[config.mk]
export PLATFORM = sky130hd
export DESIGN_NAME = tc_encode_flat
export DESIGN_NICKNAME = d
export VERILOG_FILES = /design/src/rtl/temp_pkg.sv /design/src/rtl/tc_encode_if.sv /design/src/rtl/udiv_seq.sv /design/src/rtl/tc_encode.sv /design/src/flat_wrapper.sv
export SDC_FILE = /design/constraint.sdc
export NUM_CORES = 1
export LEC_CHECK = 0
export CORE_UTILIZATION = 42
export DETAILED_ROUTE_END_ITERATION = 8
export PLACE_DENSITY_LB_ADDON = 0.1
export REMOVE_ABC_BUFFERS = 1
export SYNTH_ARGS = -nofsm -noshare
export SYNTH_HDL_FRONTEND = slang
export SYNTH_SLANG_ARGS = --single-unit
[constraint.sdc]
create_clock -name clk -period 5 [get_ports clk]
set_input_delay 0.5 -clock clk [delete_from_list [all_inputs] [get_ports clk]]
set_output_delay 0.5 -clock clk [all_outputs]
set_load 0.03 [all_outputs]
[src/rtl/temp_pkg.sv]
// Shared widths, constants and FSM state type for the temperature code encoder.
package temp_pkg;

    localparam int TX10_W   = 18;
    localparam int TC_W     = 13;
    localparam int DIFF_W   = TX10_W + 1;
    localparam int DIVR_W   = 5;
    localparam int CNT_W    = 5;

    localparam int F_OFFSET = 5120;
    localparam int DIV_C    = 10;
    localparam int DIV_F    = 18;
    localparam int TC_MAX   = 4095;
    localparam int TC_MIN   = -4096;

    typedef enum logic [2:0] {
        IDLE,
        PREP,
        DIV,
        FIX,
        DONE
    } state_t;

endpackage

[src/rtl/tc_encode_if.sv]
// Request/result bundle between a requester and the tx10-to-tc encoder.
interface tc_encode_if;
    import temp_pkg::*;

    logic                     start;
    logic signed [TX10_W-1:0] tx10;
    logic                     c_f;
    logic signed [TC_W-1:0]   tc;
    logic                     sat;
    logic                     busy;
    logic                     done;

    modport master (
        output start, tx10, c_f,
        input  tc, sat, busy, done
    );

    modport slave (
        input  start, tx10, c_f,
        output tc, sat, busy, done
    );

endinterface

[src/rtl/udiv_seq.sv]
// Sequential restoring divider: 18-bit unsigned dividend by 5-bit divisor,
// one quotient bit per cycle, MSB first; count reaches 0 when finished.
module udiv_seq
    import temp_pkg::*;
(
    input  logic              clk,
    input  logic              rst,
    input  logic              load,
    input  logic [TX10_W-1:0] dividend,
    input  logic [DIVR_W-1:0] divisor,
    output logic [TX10_W-1:0] quotient,
    output logic [CNT_W-1:0]  count
);

    logic [DIVR_W-1:0] rem;
    logic [DIVR_W-1:0] divisor_q;
    logic [DIVR_W:0]   partial;
    logic [DIVR_W-1:0] trial;

    // NOTE: combinational signals get a full assignment on every path so no latch is inferred.
    always_comb begin
        partial = {rem, quotient[TX10_W-1]};
        trial   = partial[DIVR_W-1:0] - divisor_q;
    end

    // The quotient register doubles as the dividend shift register.
    // NOTE: sequential state uses non-blocking assignments only.
    always_ff @(posedge clk) begin
        if (rst) begin
            rem       <= '0;
            divisor_q <= '0;
            quotient  <= '0;
            count     <= '0;
        end else if (load) begin
            rem       <= '0;
            divisor_q <= divisor;
            quotient  <= dividend;
            count     <= CNT_W'(TX10_W);
        end else if (count != '0) begin
            if (partial >= {1'b0, divisor_q}) begin
                rem      <= trial;
                quotient <= {quotient[TX10_W-2:0], 1'b1};
            end else begin
                rem      <= partial[DIVR_W-1:0];
                quotient <= {quotient[TX10_W-2:0], 1'b0};
            end
            count <= count - 1'b1;
        end
    end

endmodule

[src/rtl/tc_encode.sv]
// Converts a tenths-x16 temperature (C or F) to a saturated 1/16 degC sensor code
// using sign-magnitude round-half-away-from-zero division.
module tc_encode
    import temp_pkg::*;
(
    input  logic        clk,
    input  logic        rst,
    tc_encode_if.slave  bus
);

    state_t                   state;
    logic signed [TX10_W-1:0] tx10_q;
    logic                     c_f_q;
    logic                     neg;

    logic signed [DIFF_W-1:0] diff;
    logic [TX10_W-1:0]        mag;
    logic [TX10_W-1:0]        dividend;
    logic [DIVR_W-1:0]        divisor;
    logic [TX10_W-1:0]        quotient;
    logic [CNT_W-1:0]         count;
    logic                     load;

    always_comb begin
        diff = {tx10_q[TX10_W-1], tx10_q};
        if (c_f_q) begin
            diff = diff - DIFF_W'(F_OFFSET);
        end
        mag      = diff[DIFF_W-1] ? TX10_W'(-diff) : diff[TX10_W-1:0];
        divisor  = c_f_q ? DIVR_W'(DIV_F) : DIVR_W'(DIV_C);
        // Adding half the divisor to the magnitude gives ties-away-from-zero.
        dividend = mag + TX10_W'(divisor >> 1);
        load     = (state == PREP);
    end

    udiv_seq u_div (
        .clk      (clk),
        .rst      (rst),
        .load     (load),
        .dividend (dividend),
        .divisor  (divisor),
        .quotient (quotient),
        .count    (count)
    );

    always_ff @(posedge clk) begin
        if (rst) begin
            state    <= IDLE;
            tx10_q   <= '0;
            c_f_q    <= 1'b0;
            neg      <= 1'b0;
            bus.tc   <= '0;
            bus.sat  <= 1'b0;
            bus.busy <= 1'b0;
            bus.done <= 1'b0;
        end else begin
            bus.done <= 1'b0;
            case (state)
                IDLE: begin
                    if (bus.start) begin
                        tx10_q   <= bus.tx10;
                        c_f_q    <= bus.c_f;
                        bus.busy <= 1'b1;
                        state    <= PREP;
                    end
                end
                PREP: begin
                    neg   <= diff[DIFF_W-1];
                    state <= DIV;
                end
                DIV: begin
                    // The divider takes its final step on this edge.
                    if (count == CNT_W'(1)) begin
                        state <= FIX;
                    end
                end
                FIX: begin
                    if (neg) begin
                        if (quotient > TX10_W'(-TC_MIN)) begin
                            bus.tc  <= TC_W'(TC_MIN);
                            bus.sat <= 1'b1;
                        end else begin
                            bus.tc  <= -$signed(quotient[TC_W-1:0]);
                            bus.sat <= 1'b0;
                        end
                    end else begin
                        if (quotient > TX10_W'(TC_MAX)) begin
                            bus.tc  <= TC_W'(TC_MAX);
                            bus.sat <= 1'b1;
                        end else begin
                            bus.tc  <= $signed(quotient[TC_W-1:0]);
                            bus.sat <= 1'b0;
                        end
                    end
                    bus.done <= 1'b1;
                    state    <= DONE;
                end
                DONE: begin
                    bus.busy <= 1'b0;
                    state    <= IDLE;
                end
                default: begin
                    bus.busy <= 1'b0;
                    state    <= IDLE;
                end
            endcase
        end
    end

endmodule
[src/flat_wrapper.sv]
// flat-port wrapper written by rule: the top's interface ports become plain ports
module tc_encode_flat import temp_pkg::*;
  (clk, rst, bus_start, bus_tx10, bus_c_f, bus_tc, bus_sat, bus_busy, bus_done);
  tc_encode_if bus_i ();
  input  logic clk;
  input  logic rst;
  input wire logic [$bits(bus_i.start)-1:0] bus_start;
  input wire logic [$bits(bus_i.tx10)-1:0] bus_tx10;
  input wire logic [$bits(bus_i.c_f)-1:0] bus_c_f;
  output wire logic [$bits(bus_i.tc)-1:0] bus_tc;
  output wire logic [$bits(bus_i.sat)-1:0] bus_sat;
  output wire logic [$bits(bus_i.busy)-1:0] bus_busy;
  output wire logic [$bits(bus_i.done)-1:0] bus_done;
  assign bus_i.start = bus_start;
  assign bus_i.tx10 = bus_tx10;
  assign bus_i.c_f = bus_c_f;
  assign bus_tc = bus_i.tc;
  assign bus_sat = bus_i.sat;
  assign bus_busy = bus_i.busy;
  assign bus_done = bus_i.done;
  tc_encode u_core (.clk(clk), .rst(rst), .bus(bus_i));
endmodule
* Word-level counts from Yosys, hierarchy flattened *
Cells that the tools add are included.

storage, ports and cells
  register bits after elaboration = 72
  latch bits = 0
  memory bits (writable) = 0
  ROM bits = 0
  output and inout port bits = 16
  logic and storage cells = 58
  memories kept = 0

cells by class
  $add $sub $neg = 6
  $mul = 0
  divide/modulo/power cells = 0
  magnitude comparators = 3
  eq/ne operators = 6
  shifts and indexed selects = 0
  mux-type cells = 21
  bitwise gates (word level) = 1
  reductions and logical operators = 8

operators with widths
  operator                                                                 count
  18-bit 2-to-1 mux                                                        3
  13-bit 2-to-1 mux                                                        3
  5-bit 2-to-1 mux                                                         4
  19-bit 2-to-1 mux                                                        1
  18-bit by 14-bit subtractor with 19-bit output, second input constant    1
  18-bit by 4-bit adder with 18-bit output                                 1
  18-bit by 12-bit > comparator with 1-bit output, second input constant   1
  18-bit by 13-bit > comparator with 1-bit output, second input constant   1
  18-bit negation                                                          1
  13-bit negation                                                          1
  3-bit case mux with 4 select lines                                       1
  3-bit by 2-bit equality test with 1-bit output, second input constant    2
  6-bit by 5-bit >= comparator with 1-bit output                           1
  1-bit 2-to-1 mux                                                         6
  3-bit 2-to-1 mux                                                         2
  2-bit AND reduction                                                      3
  5-bit by 1-bit equality test with 1-bit output, second input constant    1
  5-bit nonzero test                                                       1
  5-bit by 1-bit subtractor with 5-bit output, second input constant       1
  5-bit subtractor                                                         1
  3-bit by 1-bit equality test with 1-bit output, second input constant    1
  3-bit zero test                                                          1
  3-bit OR reduction                                                       1
  2-bit by 1-bit inequality test with 1-bit output, second input constant  1
  other kinds (5)                                                          5

* Depth between registers and ports, before layout *
Gate-level depths: netlist of run 1.

  depth after elaboration = 6
  gate-level depth with buffers = 16
  mapped depth without buffers = 15

* Cells and area by module *
A second synthesis of run 1 with hierarchy kept.

unflattened totals
  cell total of the unflattened synthesis = 587
  area, all modules = 4,430.5 sq um

modules (own cells, without submodules)
  module     instances  cells each  area an instance (sq um)
  tc_encode  1          370         2,705.1
  udiv_seq   1          217         1,725.4

* Least setup slack after synthesis of run 1 *
OpenSTA, ideal clock, no wires.

  path kind = reg-to-reg
  from = reg u_core.tx10_q[10]
  to = reg u_core.u_div.quotient[17]
  setup time = 86 ps
  arrival time = 3,412 ps
  path slack = 1,501 ps
  stages on the path, launching flop included = 15
  period minus slack after synthesis = 3,499 ps
  path through = dfxtp_1 -> inv_1 -> ha_1 -> nand2b_1 -> a31o_2 -> clkbuf_1 -> o31ai_1 -> xnor2_1 -> ha_1 -> and3_1 -> a221o_1 -> nand3_2 -> or2_1 -> or4_1 -> a221oi_2

on the way
  cells in the longest elaborated chain, start to end = 6

ends and longest elaborated chain
  element                                         line             source
  from (decl)                                     tc_encode.sv:12  logic signed [TX10_W-1:0] tx10_q;
  from (signal assigned)                          tc_encode.sv:61  tx10_q <= bus.tx10;
  18-bit by 14-bit subtractor with 19-bit output  tc_encode.sv:27  diff = diff - DIFF_W'(F_OFFSET);
  19-bit 2-to-1 mux *                             tc_encode.sv:26  if (c_f_q) begin
  18-bit negation                                 tc_encode.sv:29  mag = diff[DIFF_W-1] ? TX10_W'(-diff) : diff[TX10_W-1:0];
  18-bit 2-to-1 mux *                             tc_encode.sv:29
  18-bit by 4-bit adder with 18-bit output *      tc_encode.sv:32  dividend = mag + TX10_W'(divisor >> 1);
  18-bit 2-to-1 mux *                             udiv_seq.sv:34   end else if (load) begin
  to (signal assigned)                            udiv_seq.sv:37   quotient <= dividend;
  to (signal assigned)                            udiv_seq.sv:42   quotient <= {quotient[TX10_W-2:0], 1'b1};
  to (signal assigned)                            udiv_seq.sv:45   quotient <= {quotient[TX10_W-2:0], 1'b0};
  to (decl)                                       udiv_seq.sv:11   output logic [TX10_W-1:0] quotient,

Every way passes the cells marked *; elsewhere a longest branch is shown, timed or not.
A chain may end at the register's enable or synchronous reset.

* Worst setup path after layout of run 1 *
  from = reg u_core.c_f_q
  to = reg u_core.u_div.quotient[17]

on the way
  cells in the longest elaborated chain, start to end = 5

ends and longest elaborated chain
  element                                     line             source
  from (decl)                                 tc_encode.sv:13  logic c_f_q;
  from (signal assigned)                      tc_encode.sv:62  c_f_q <= bus.c_f;
  19-bit 2-to-1 mux                           tc_encode.sv:26
  18-bit negation                             tc_encode.sv:29
  18-bit 2-to-1 mux                           tc_encode.sv:29
  18-bit by 4-bit adder with 18-bit output *  tc_encode.sv:32
  18-bit 2-to-1 mux *                         udiv_seq.sv:34

Marks and branches as above.

==> results of run 1 <==
[worst paths after layout]
path                                    end  slack (ns)  cells after the start
setup / recovery  u_core.u_div.quotient[17]        1.19                     11
hold / removal          u_core.u_div.rem[0]        0.47                      2
hold reg to reg         u_core.u_div.rem[0]        0.47                      2
setup reg to reg  u_core.u_div.quotient[17]        1.19                     11
[layer usage]
layer | vias up | GRT usage [%]
met5 | - | 0
met4 | 0 | 5.92
met3 | 8 | 3.46
met2 | 84 | 32.3
met1 | 1851 | 26.8
li1 | 2075 | -
[critical path, stage by stage, from the launching register on]
cell	delay, ns
dfxtp_1	0.60
nor3b_4	0.40
a31o_2	0.43
o31ai_1	0.15
xnor2_1	0.16
ha_1	0.38
and3_1	0.17
a221o_1	0.25
nand3_2	0.12
or2_1	0.28
or4_1	0.54
a221oi_2	0.24
[cells by family after synthesis]
family	Yosys count
AOI/OAI and AO/OA	142
muxes	4
buffers and inverters	60
xor gates and xnor gates	34
DFF	70
and+or+nand+nor	258
adders and majority gates	13
[cell type report]
type                       instances  area [µm²]  area share, %
timing repair buffer              41         395           7.89
sequential                        70        1400           28.0
tap                              133         166           3.32
clock inverter                     5         106           2.12
inverter                          22        82.6           1.65
clock buffer                      11         141           2.82
multi-input combinational        451        2720           54.2
[state kept, by name, summed over array words and instances, names as in the netlist]
| register | count |
|---|---|
| u_core.neg | 1 |
| u_core.u_div.rem | 5 |
| u_core.bus.busy | 1 |
| u_core.u_div.divisor_q | 3 |
| u_core.u_div.quotient | 18 |
| u_core.c_f_q | 1 |
| u_core.tx10_q | 18 |
| u_core.bus.tc | 13 |
| u_core.bus.done | 1 |
| u_core.state | 3 |
| u_core.bus.sat | 1 |
| u_core.u_div.count | 5 |
[synth_stat cells (2+ instances only)]
master | count | area [µm²]
inv_1 | 22 | 82.6
a31oi_1 | 4 | 25.0
o21a_1 | 2 | 15.0
nor3_1 | 38 | 190
a31o_2 | 8 | 70.1
clkbuf_1 | 29 | 109
nand2b_1 | 5 | 31.3
and4_1 | 2 | 17.5
o211ai_1 | 3 | 22.5
a221oi_1 | 3 | 26.3
nand4_1 | 3 | 18.8
nand2_1 | 96 | 360
or2_2 | 2 | 12.5
xnor2_1 | 21 | 184
nor2_1 | 61 | 229
a211oi_1 | 20 | 150
a311oi_1 | 10 | 87.6
o21ai_0 | 22 | 110
and3_1 | 9 | 56.3
a21oi_1 | 46 | 230
xor2_1 | 13 | 114
nand3_1 | 7 | 35.0
o41ai_1 | 2 | 17.5
a21o_1 | 2 | 15.0
or3_1 | 6 | 37.5
mux2i_1 | 3 | 30.0
and2_1 | 3 | 18.8
buf_1 | 6 | 22.5
dfxtp_1 | 70 | 1400
a211o_1 | 2 | 17.5
o31ai_1 | 2 | 15.0
nor3b_1 | 9 | 67.6
ha_1 | 13 | 163
nor2b_1 | 3 | 18.8
nor4_1 | 3 | 18.8
[power groups by stage]
stage	sequential [W]	combinational (W)	clock (W)
finish	0.000756	0.000846	0.000579
global route	0.000774	0.000953	0.000617
CTS	0.000754	0.000843	0.000593
detailed placement	0.000767	0.000838	0
global placement	0.000764	0.000822	0
floorplan	0.000748	0.000642	0
[cells in the final DEF, fill, tap and decap left out, types with 20 or more instances in the layout]
cell type / instances
clkdlybuf4s50_1: 36
a211oi_1: 20
nor2_1: 61
dfxtp_1: 70
o21ai_0: 22
xnor2_1: 21
a21oi_1: 46
nor3_1: 37
nand2_1: 96
inv_1: 22
[through the flow]
| step | instances | power [W] | util [%] | worst slack [ns] |
|---|---|---|---|---|
| 6_report | 733 | 0.00218 | 50.6 | 1.19 |
| 5_1_grt | 733 | 0.00234 | 50.6 | 0.948 |
| 4_1_cts | 733 | 0.00219 | 50.6 | 1.20 |
| 3_5_place_dp | 717 | 0.00161 | 48.1 | 1.23 |
| 3_3_place_gp | 717 | 0.00159 | 48.1 | 1.32 |
| 2_1_floorplan | 543 | 0.00139 | - | 1.64 |
==> out/qor.yml, run 1 <==
cts_tree: "yes"
synth_top_family_by_area: "simple AND/OR/NAND/NOR gates"
grt_pass1_vias: 3626
crit_fanout: 16
finalNetCount: 630
post-route-drc-count: 0
syn_avg_cell_area_um2: 7.49
cts_inserted_buffers: 9
setup_violations: 0
p_switching_w: 0.000851
rsz0062_at_grt: "no"
synth-xor-area-share_pct: 6.84
coreArea_um2: 9910
syn_to_final_growth_pct: 15.2
hp-class: "flop to flop"
cts_buffer_depth: 2
grt_pass1_wl_um: 17500
status: "complete, no violations"
rows: 36
cts_resized: 0
design.die.area_um2: 10800
post-cts-setup-buffers: 0
syn_area_um2: 4350
crit_start: "u_core.c_f_q"
grt_max_degree: 39
wl_met2_um: 4750
tns_ns: 0
switching_share_pct: 39.0
clock_skew_ns: 0.0126
max_slew_margin_pct: 29.4
fin_area_um2: 5010
synth_mux_area_share_pct: 0.949
layout_min_cycle_time_ns: 3.81
arrival_ns: 4.08
fillers: 973
power_density_nw_per_um2: 435
wl_met1_um: 5090
clkTransAtPathRegs_ns: 0.09
placed_cell_area_um2: 4760
fp.dieW_um: 104
synth_fa_ha_area_share_pct: 3.74
min-delay-start: "u_core.u_div.rem[0]"
dr.pass1.iters: 4
grt-ovfl-total: 0
portBuffers: 37
drive_gt1_share_pct: 7.17
internal_power_w: 0.00133
finalWirelength_um: 10300
cts.sinks: 70
synthSimpleGateAreaFrac_pct: 28.4
viasPerCell: 5.48
route.detailed.wl_per_inst_um: 14.1
whs_ns: 0.474
top_layer: "met4"
first_iter_violations: 129
gp_congestion: 0.846
detail-route-antenna-nets: 0
clkLatencyLatePin_ns: 0.36
fmax_ghz: 0.262
vias: 4018
pwr-share-clk_pct: 26.6
yosys_warnings: 0
ios: 38
syn_inst: 581
slew_violations: 0
grtUsageTotal_pct: 19.8
worstPathRequired_ns: 5.27
critical_path_class: "flop to flop"
worst_pin_slew_ns: 1.06
synth_edf_count: 0
cts_max_level: 3
antenna_found_initial: 0
synth_seq_cells: 70
startpoint_type: "flop"
min_period_over_period_pct: 76.3
endpoint_kind: "flop"
place_hpwl_um: 7380
cellLeakagePower_nw: 1.81
p_seq_share_pct: 34.7
ys_seq_area_share_pct: 32.2
regToRegStartpoint: "u_core.c_f_q"
drv_cap: 0
synth_compound_area_share_pct: 22.4
die-height_um: 104
synth.distinct_cells: 66
diodes: 0
ys.flop_type: "dfxtp_1"
hold_violations: 0
ir_drop_uv: 187
pwr-share-comb_pct: 38.8
synthArstFlopShare_pct: 0
met3_length_um: 371
cts-root-buf: "clkbuf_8"
start_util_pct: 43.9
holdBufCountCts: 0
No activity file was read; power rests on OpenSTA's default activity.
==> run 2: changes to the inputs <==
==> constraint.sdc (replaced) <==
create_clock -name clk -period 3.7 [get_ports clk]
set_input_delay 0.37 -clock clk [delete_from_list [all_inputs] [get_ports clk]]
set_output_delay 0.37 -clock clk [all_outputs]
set_load 0.03 [all_outputs]
==> out/qor.yml, run 2 (synthesized netlist as in run 1, its figures left out) <==
status: "complete, no violations"
tns_ns: 0  # unchanged
cts-root-buf: "clkbuf_8"
cellLeakagePower_nw: 1.85  # +1.7%
layout_min_cycle_time_ns: 3.48  # -0.336 ns
rrSetupSlack_ns: 0.22  # -0.96 ns
fmax_ghz: 0.288  # +9.7%
setup_violations: 0  # unchanged
design.die.area_um2: 10800  # unchanged
endpoint_kind: "flop"
antenna_found_initial: 0  # unchanged
grt_pass1_wl_um: 17600  # +0.55%
cts.sinks: 70  # unchanged
crit_fanout: 6  # -10
grt-ovfl-total: 0  # unchanged
arrival_ns: 3.75  # -0.33 ns
layout_common_cells: "nand2_1, dfxtp_1, nor2_1"
reg2reg_depth: 13  # +2
power_density_nw_per_um2: 565  # +30%
syn_to_final_growth_pct: 16.0
hold_violations: 0  # unchanged
place_hpwl_um: 7620  # +3.2%
min_period_over_period_pct: 94.0  # +18 points
vias: 4086  # +1.7%
min_to: "u_core.u_div.divisor_q[4]"
regToRegStartpoint: "u_core.tx10_q[10]"
drv_cap: 0  # unchanged
post-cts-setup-buffers: 0  # unchanged
start_util_pct: 43.9  # unchanged
gp_congestion: 0.847  # +0.13%
startpoint_type: "flop"
post-route-drc-count: 0  # unchanged
clkLatencyLatePin_ns: 0.35  # about the same
finalWirelength_um: 10500  # +1.6%
ios: 38  # unchanged
cts_buffer_depth: 2  # unchanged
min-delay-start: "u_core.u_div.divisor_q[4]"
worstPathRequired_ns: 3.97  # -1.30 ns
grt_pass1_vias: 3742  # +3.2%
cts_tree: "yes"
cts_inserted_buffers: 9  # unchanged
clkTransAtPathRegs_ns: 0.08  # about the same
route.detailed.wl_per_inst_um: 14.1  # +0.20%
drive_gt1_share_pct: 9.34  # +2.2 points
ir_drop_uv: 262  # +40%
rsz0062_at_grt: "no"
grt_max_degree: 38  # -2.6%
critical_path_class: "flop to flop"
max_slew_margin_pct: 40.0  # +11 points
first_iter_violations: 187  # +45%
dr.pass1.iters: 4  # unchanged
final_common_cell: "nand2_1"
reg2reg_to: "u_core.u_div.quotient[17]"
finalNetCount: 640  # +1.6%
hp-class: "flop to flop"
diodes: 0  # unchanged
fp.dieW_um: 104  # unchanged
clock_skew_ns: 0.00758  # -0.00499 ns
total_power_w: 0.00285  # +31%
top_regs: "u_core.tx10_q: 18 flops, u_core.u_div.quotient: 18 flops, u_core.bus.tc: 13 flops"
holdPathStages: 2  # unchanged
coreArea_um2: 9910  # unchanged
portBuffers: 37  # unchanged
rows: 36  # unchanged
detail-route-antenna-nets: 0  # unchanged
worst_pin_slew_ns: 0.897  # -0.162 ns
slew_violations: 0  # unchanged
viasPerCell: 5.50  # +0.32%
cts_max_level: 3  # unchanged
die-height_um: 104  # unchanged
grtUsageTotal_pct: 20.1  # +0.23 points
run 2: area by class of cell:
type | instances | area (µm²)
clock buffers | 10 | 138
well taps | 133 | 166
repair buffers | 51 | 470
multi-input cells | 451 | 2730
flip-flops and latches | 70 | 1400
clock inverters | 6 | 61.3
fillers | 1005 | 4860
inverters | 22 | 82.6
run 2: how the worst max path moves through the flow:
stage / start / to / slack, ns / depth (start not counted)
final: u_core.tx10_q[10] / u_core.u_div.quotient[17] / 0.22 / 13
after global routing: u_core.tx10_q[10] / u_core.u_div.quotient[17] / 0.02 / 13
after CTS: u_core.tx10_q[10] / u_core.u_div.quotient[17] / 0.18 / 13
after detailed placement: u_core.tx10_q[10] / u_core.u_div.quotient[17] / 0.21 / 13
after global placement: u_core.tx10_q[10] / u_core.u_div.quotient[17] / 0.34 / 13
after floorplan: u_core.c_f_q / u_core.u_div.quotient[17] / 0.34 / 11
run 2: critical path: stages, from the launching register on:
cell	delay, ns
dfxtp_1	0.42
inv_1	0.06
ha_1	0.23
nand2b_2	0.25
a31o_2	0.30
o31ai_1	0.09
xnor2_1	0.11
ha_2	0.38
and3_1	0.18
a221o_1	0.21
nand3_2	0.11
or2_1	0.28
or4_1	0.55
a221oi_2	0.23
run 2: metrics by stage:
| stage | setup slack [ns] | utilization (%) | hold WS, ns | area, µm² | std cells |
|---|---|---|---|---|---|
| detailed placement | 0.209 | 48.8 | 0.466 | 4840 | 727 |
| CTS | 0.182 | 50.8 | 0.477 | 5040 | 743 |
| finish | 0.222 | 50.9 | 0.470 | 5040 | 743 |
| floorplan | 0.339 | - | 0.430 | 4200 | 543 |
| global route | 0.0203 | 50.9 | 0.492 | 5040 | 743 |
| global placement | 0.337 | 48.8 | 0.460 | 4840 | 727 |
run 2: routing by layer:
metal | vias up | global-route usage (%) | wire length, µm
met2 | 87 | 32.3 | 4690
met4 | 0 | 9.49 | 252
li1 | 2098 | - | -
met3 | 16 | 4.34 | 400
met1 | 1885 | 25.6 | 5130
met5 | - | 0 | 0
run 2: repair_timing:
action,4_1_cts,5_1_grt
setup endpoints to repair,0,2
resized for setup,0,3
hold buffers,0,0
run 2: power by group:
part	switching, W	leakage, nW	total [W]	internal, W
Clock	0.000312	0.102	0.000640	0.000327
Combinational	0.000703	1.17	0.00119	0.000489
Sequential	0.000142	0.573	0.00102	0.000875
Total	0.00116	1.85	0.00285	0.00169
==> run 3: changes to the inputs <==
--- a/config.mk
+++ b/config.mk
@@ -5,8 +5,10 @@
 export SDC_FILE = /design/constraint.sdc
 export NUM_CORES = 1
 export LEC_CHECK = 0
+export CAP_MARGIN = 10
 export CORE_UTILIZATION = 42
 export DETAILED_ROUTE_END_ITERATION = 8
+export GPL_TIMING_DRIVEN = 0
 export PLACE_DENSITY_LB_ADDON = 0.1
 export REMOVE_ABC_BUFFERS = 1
 export SYNTH_ARGS = -nofsm -noshare
==> out/qor.yml, run 3 (synthesized netlist as in run 1, its figures left out) <==
status: "complete, no violations"
post-route-drc-count: 0  # unchanged
fillers: 1021  # +1.6%
coreArea_um2: 9910  # unchanged
internal_power_w: 0.00158  # -6.6%
ir_drop_uv: 275  # +4.9%
critical_path_class: "flop to flop"
crit_fanout: 16  # +10
p_switching_w: 0.00113  # -2.4%
cts_max_level: 3  # unchanged
p_seq_share_pct: 37.8  # +2.1 points
crit_path_frequent_cell: "ha_1"
crit_chain: "inv_1 > ha_1 > nand2b_2 > a31o_4 > o31ai_1 > xnor2_1 > ha_1 > and3_1 > a221o_1 > nand3_2 > or2_1 > or4_1 > a221oi_2"
pwr-share-clk_pct: 20.2  # -2.3 points
finalWirelength_um: 9980  # -4.7%
hp-class: "input pin to flop"
finalNetCount: 632  # -1.3%
top_regs: "u_core.tx10_q: 18 flops, u_core.u_div.quotient: 18 flops, u_core.bus.tc: 13 flops"
clock_skew_ns: 0.0109  # +0.00334 ns
worst_pin_slew_ns: 1.11  # +0.213 ns
hold_violations: 0  # unchanged
grt_max_degree: 37  # -2.6%
whs_ns: 0.470  # +0.000189 ns
total_power_w: 0.00271  # -4.9%
place_hpwl_um: 7230  # -5.2%
worstPathRequired_ns: 3.96  # about the same
layout_common_cells: "nand2_1, dfxtp_1, nor2_1"
grtUsageTotal_pct: 19.0  # -1.1 points
use_met2_pct: 31.2  # -1.1 points
route.detailed.wl_per_inst_um: 13.6  # -3.5%
switching_share_pct: 41.7  # +1.1 points
cts-root-buf: "clkbuf_8"
cts_inserted_buffers: 9  # unchanged
post-route-util_pct: 50.2  # -0.68 points
cts_buffer_depth: 2  # unchanged
gp_congestion: 0.820  # -3.2%
use_met3_pct: 3.59  # -0.76 points
detail-route-antenna-nets: 0  # unchanged
cts.sinks: 70  # unchanged
min_period_over_period_pct: 95.5  # +1.5 points
arrival_ns: 3.79  # +0.04 ns
max_slew_margin_pct: 25.7  # -14 points
rows: 36  # unchanged
syn_to_final_growth_pct: 14.4
diodes: 0  # unchanged
power_density_nw_per_um2: 544  # -3.6%
rrSetupSlack_ns: 0.17  # -0.06 ns
grt-ovfl-total: 0  # unchanged
start_util_pct: 43.9  # unchanged
portBuffers: 37  # unchanged
startpoint_type: "flop"
clkTransAtPathRegs_ns: 0.08  # about the same
pwr-share-comb_pct: 42.0  # +0.2 points
dr.pass1.iters: 4  # unchanged
placed_cell_area_um2: 4770  # -1.4%
drv_cap: 0  # unchanged
slew_violations: 0  # unchanged
drive_gt1_share_pct: 7.82  # -1.5 points
fp.dieW_um: 104  # unchanged
clkLatencyLatePin_ns: 0.35  # about the same
viasPerCell: 5.45  # -0.93%
critPathMaxStageDelay_ns: 0.54  # about the same
endpoint_kind: "flop"
design.die.area_um2: 10800  # unchanged
fmax_ghz: 0.283  # -1.6%
final_common_cell: "nand2_1"
fin_area_um2: 4980  # -1.3%
grt-busiest-layer: "met2"
setup_violations: 0  # unchanged
layout_min_cycle_time_ns: 3.53  # +0.0566 ns
cts_tree: "yes"
met1_usage_pct: 25.2  # -0.35 points
antenna_found_initial: 0  # unchanged
grt_pass1_wl_um: 17000  # -3.7%
tns_ns: 0  # unchanged
die-height_um: 104  # unchanged
cp_slowest_cell: "or4_1"
grt_pass1_vias: 3622  # -3.2%
ios: 38  # unchanged
vias: 3999  # -2.1%
cellLeakagePower_nw: 1.79  # -2.9%
first_iter_violations: 155  # -17%
run 3: cell types whose count changed in the layout (fill, tap and decap cells not counted), moves of 2 or more:
cell,change
clkinvlp_4,+2
buf_4,-11
dfxtp_2,+2
dfxtp_1,-2
clkinv_2,-2
run 3: layer usage:
layer / wire length (µm) / up-vias
li1: - / 2078
met1: 4910 / 1837
met2: 4610 / 77
met3: 367 / 7
met4: 87 / 0
met5: 0 / -
run 3: worst paths after layout:
check,from,end,cells past startpoint
worst max-delay path,u_core.tx10_q[10],u_core.u_div.quotient[17],13
worst max register to register,u_core.tx10_q[10],u_core.u_div.quotient[17],13
worst min register to register,u_core.u_div.rem[0],u_core.u_div.rem[0],2
worst min-delay path,rst,u_core.u_div.divisor_q[3],2
run 3: power groups by stage:
stage	Clock (W)	Combinational (W)	Sequential (W)
global route	0.000604	0.00128	0.00105
floorplan	0	0.000868	0.00101
finish	0.000547	0.00114	0.00102
detailed placement	0	0.00112	0.00104
CTS	0.000568	0.00113	0.00102
global placement	0	0.00110	0.00103
run 3: repair_timing:
item | CTS | global route
hold buffers | 0 | 0
buffers inserted | 0 | 3
resized for setup | 2 | 3
pin swaps | 0 | 1
endpoints found under the setup margin | 2 | 2
run 3: critical path: cells and delay by family, from the launching register on:
family | cells | cell delay, ns
flops | 1 | 0.39
simple gates | 5 | 1.37
fa+ha+maj | 2 | 0.59
xor+xnor | 1 | 0.11
buf+inv | 1 | 0.06
compound gates | 4 | 0.92
run 3: final cells by class:
class | count | area, µm² | area share, %
multi-input cells | 451 | 2740 | 55.0
flip-flops and latches | 70 | 1400 | 28.2
repair buffers | 43 | 424 | 8.52
well taps | 133 | 166 | 3.34
clock buffers | 10 | 128 | 2.56
inverters | 22 | 82.6 | 1.66
clock inverters | 5 | 36.3 | 0.729
run 3: stage by stage:
stage	worst slack, ns	cells
4_1_cts	0.0212	731
2_1_floorplan	0.339	543
5_1_grt	-0.00577	734
3_3_place_gp	-0.175	713
3_5_place_dp	-0.190	716
6_report	0.165	734
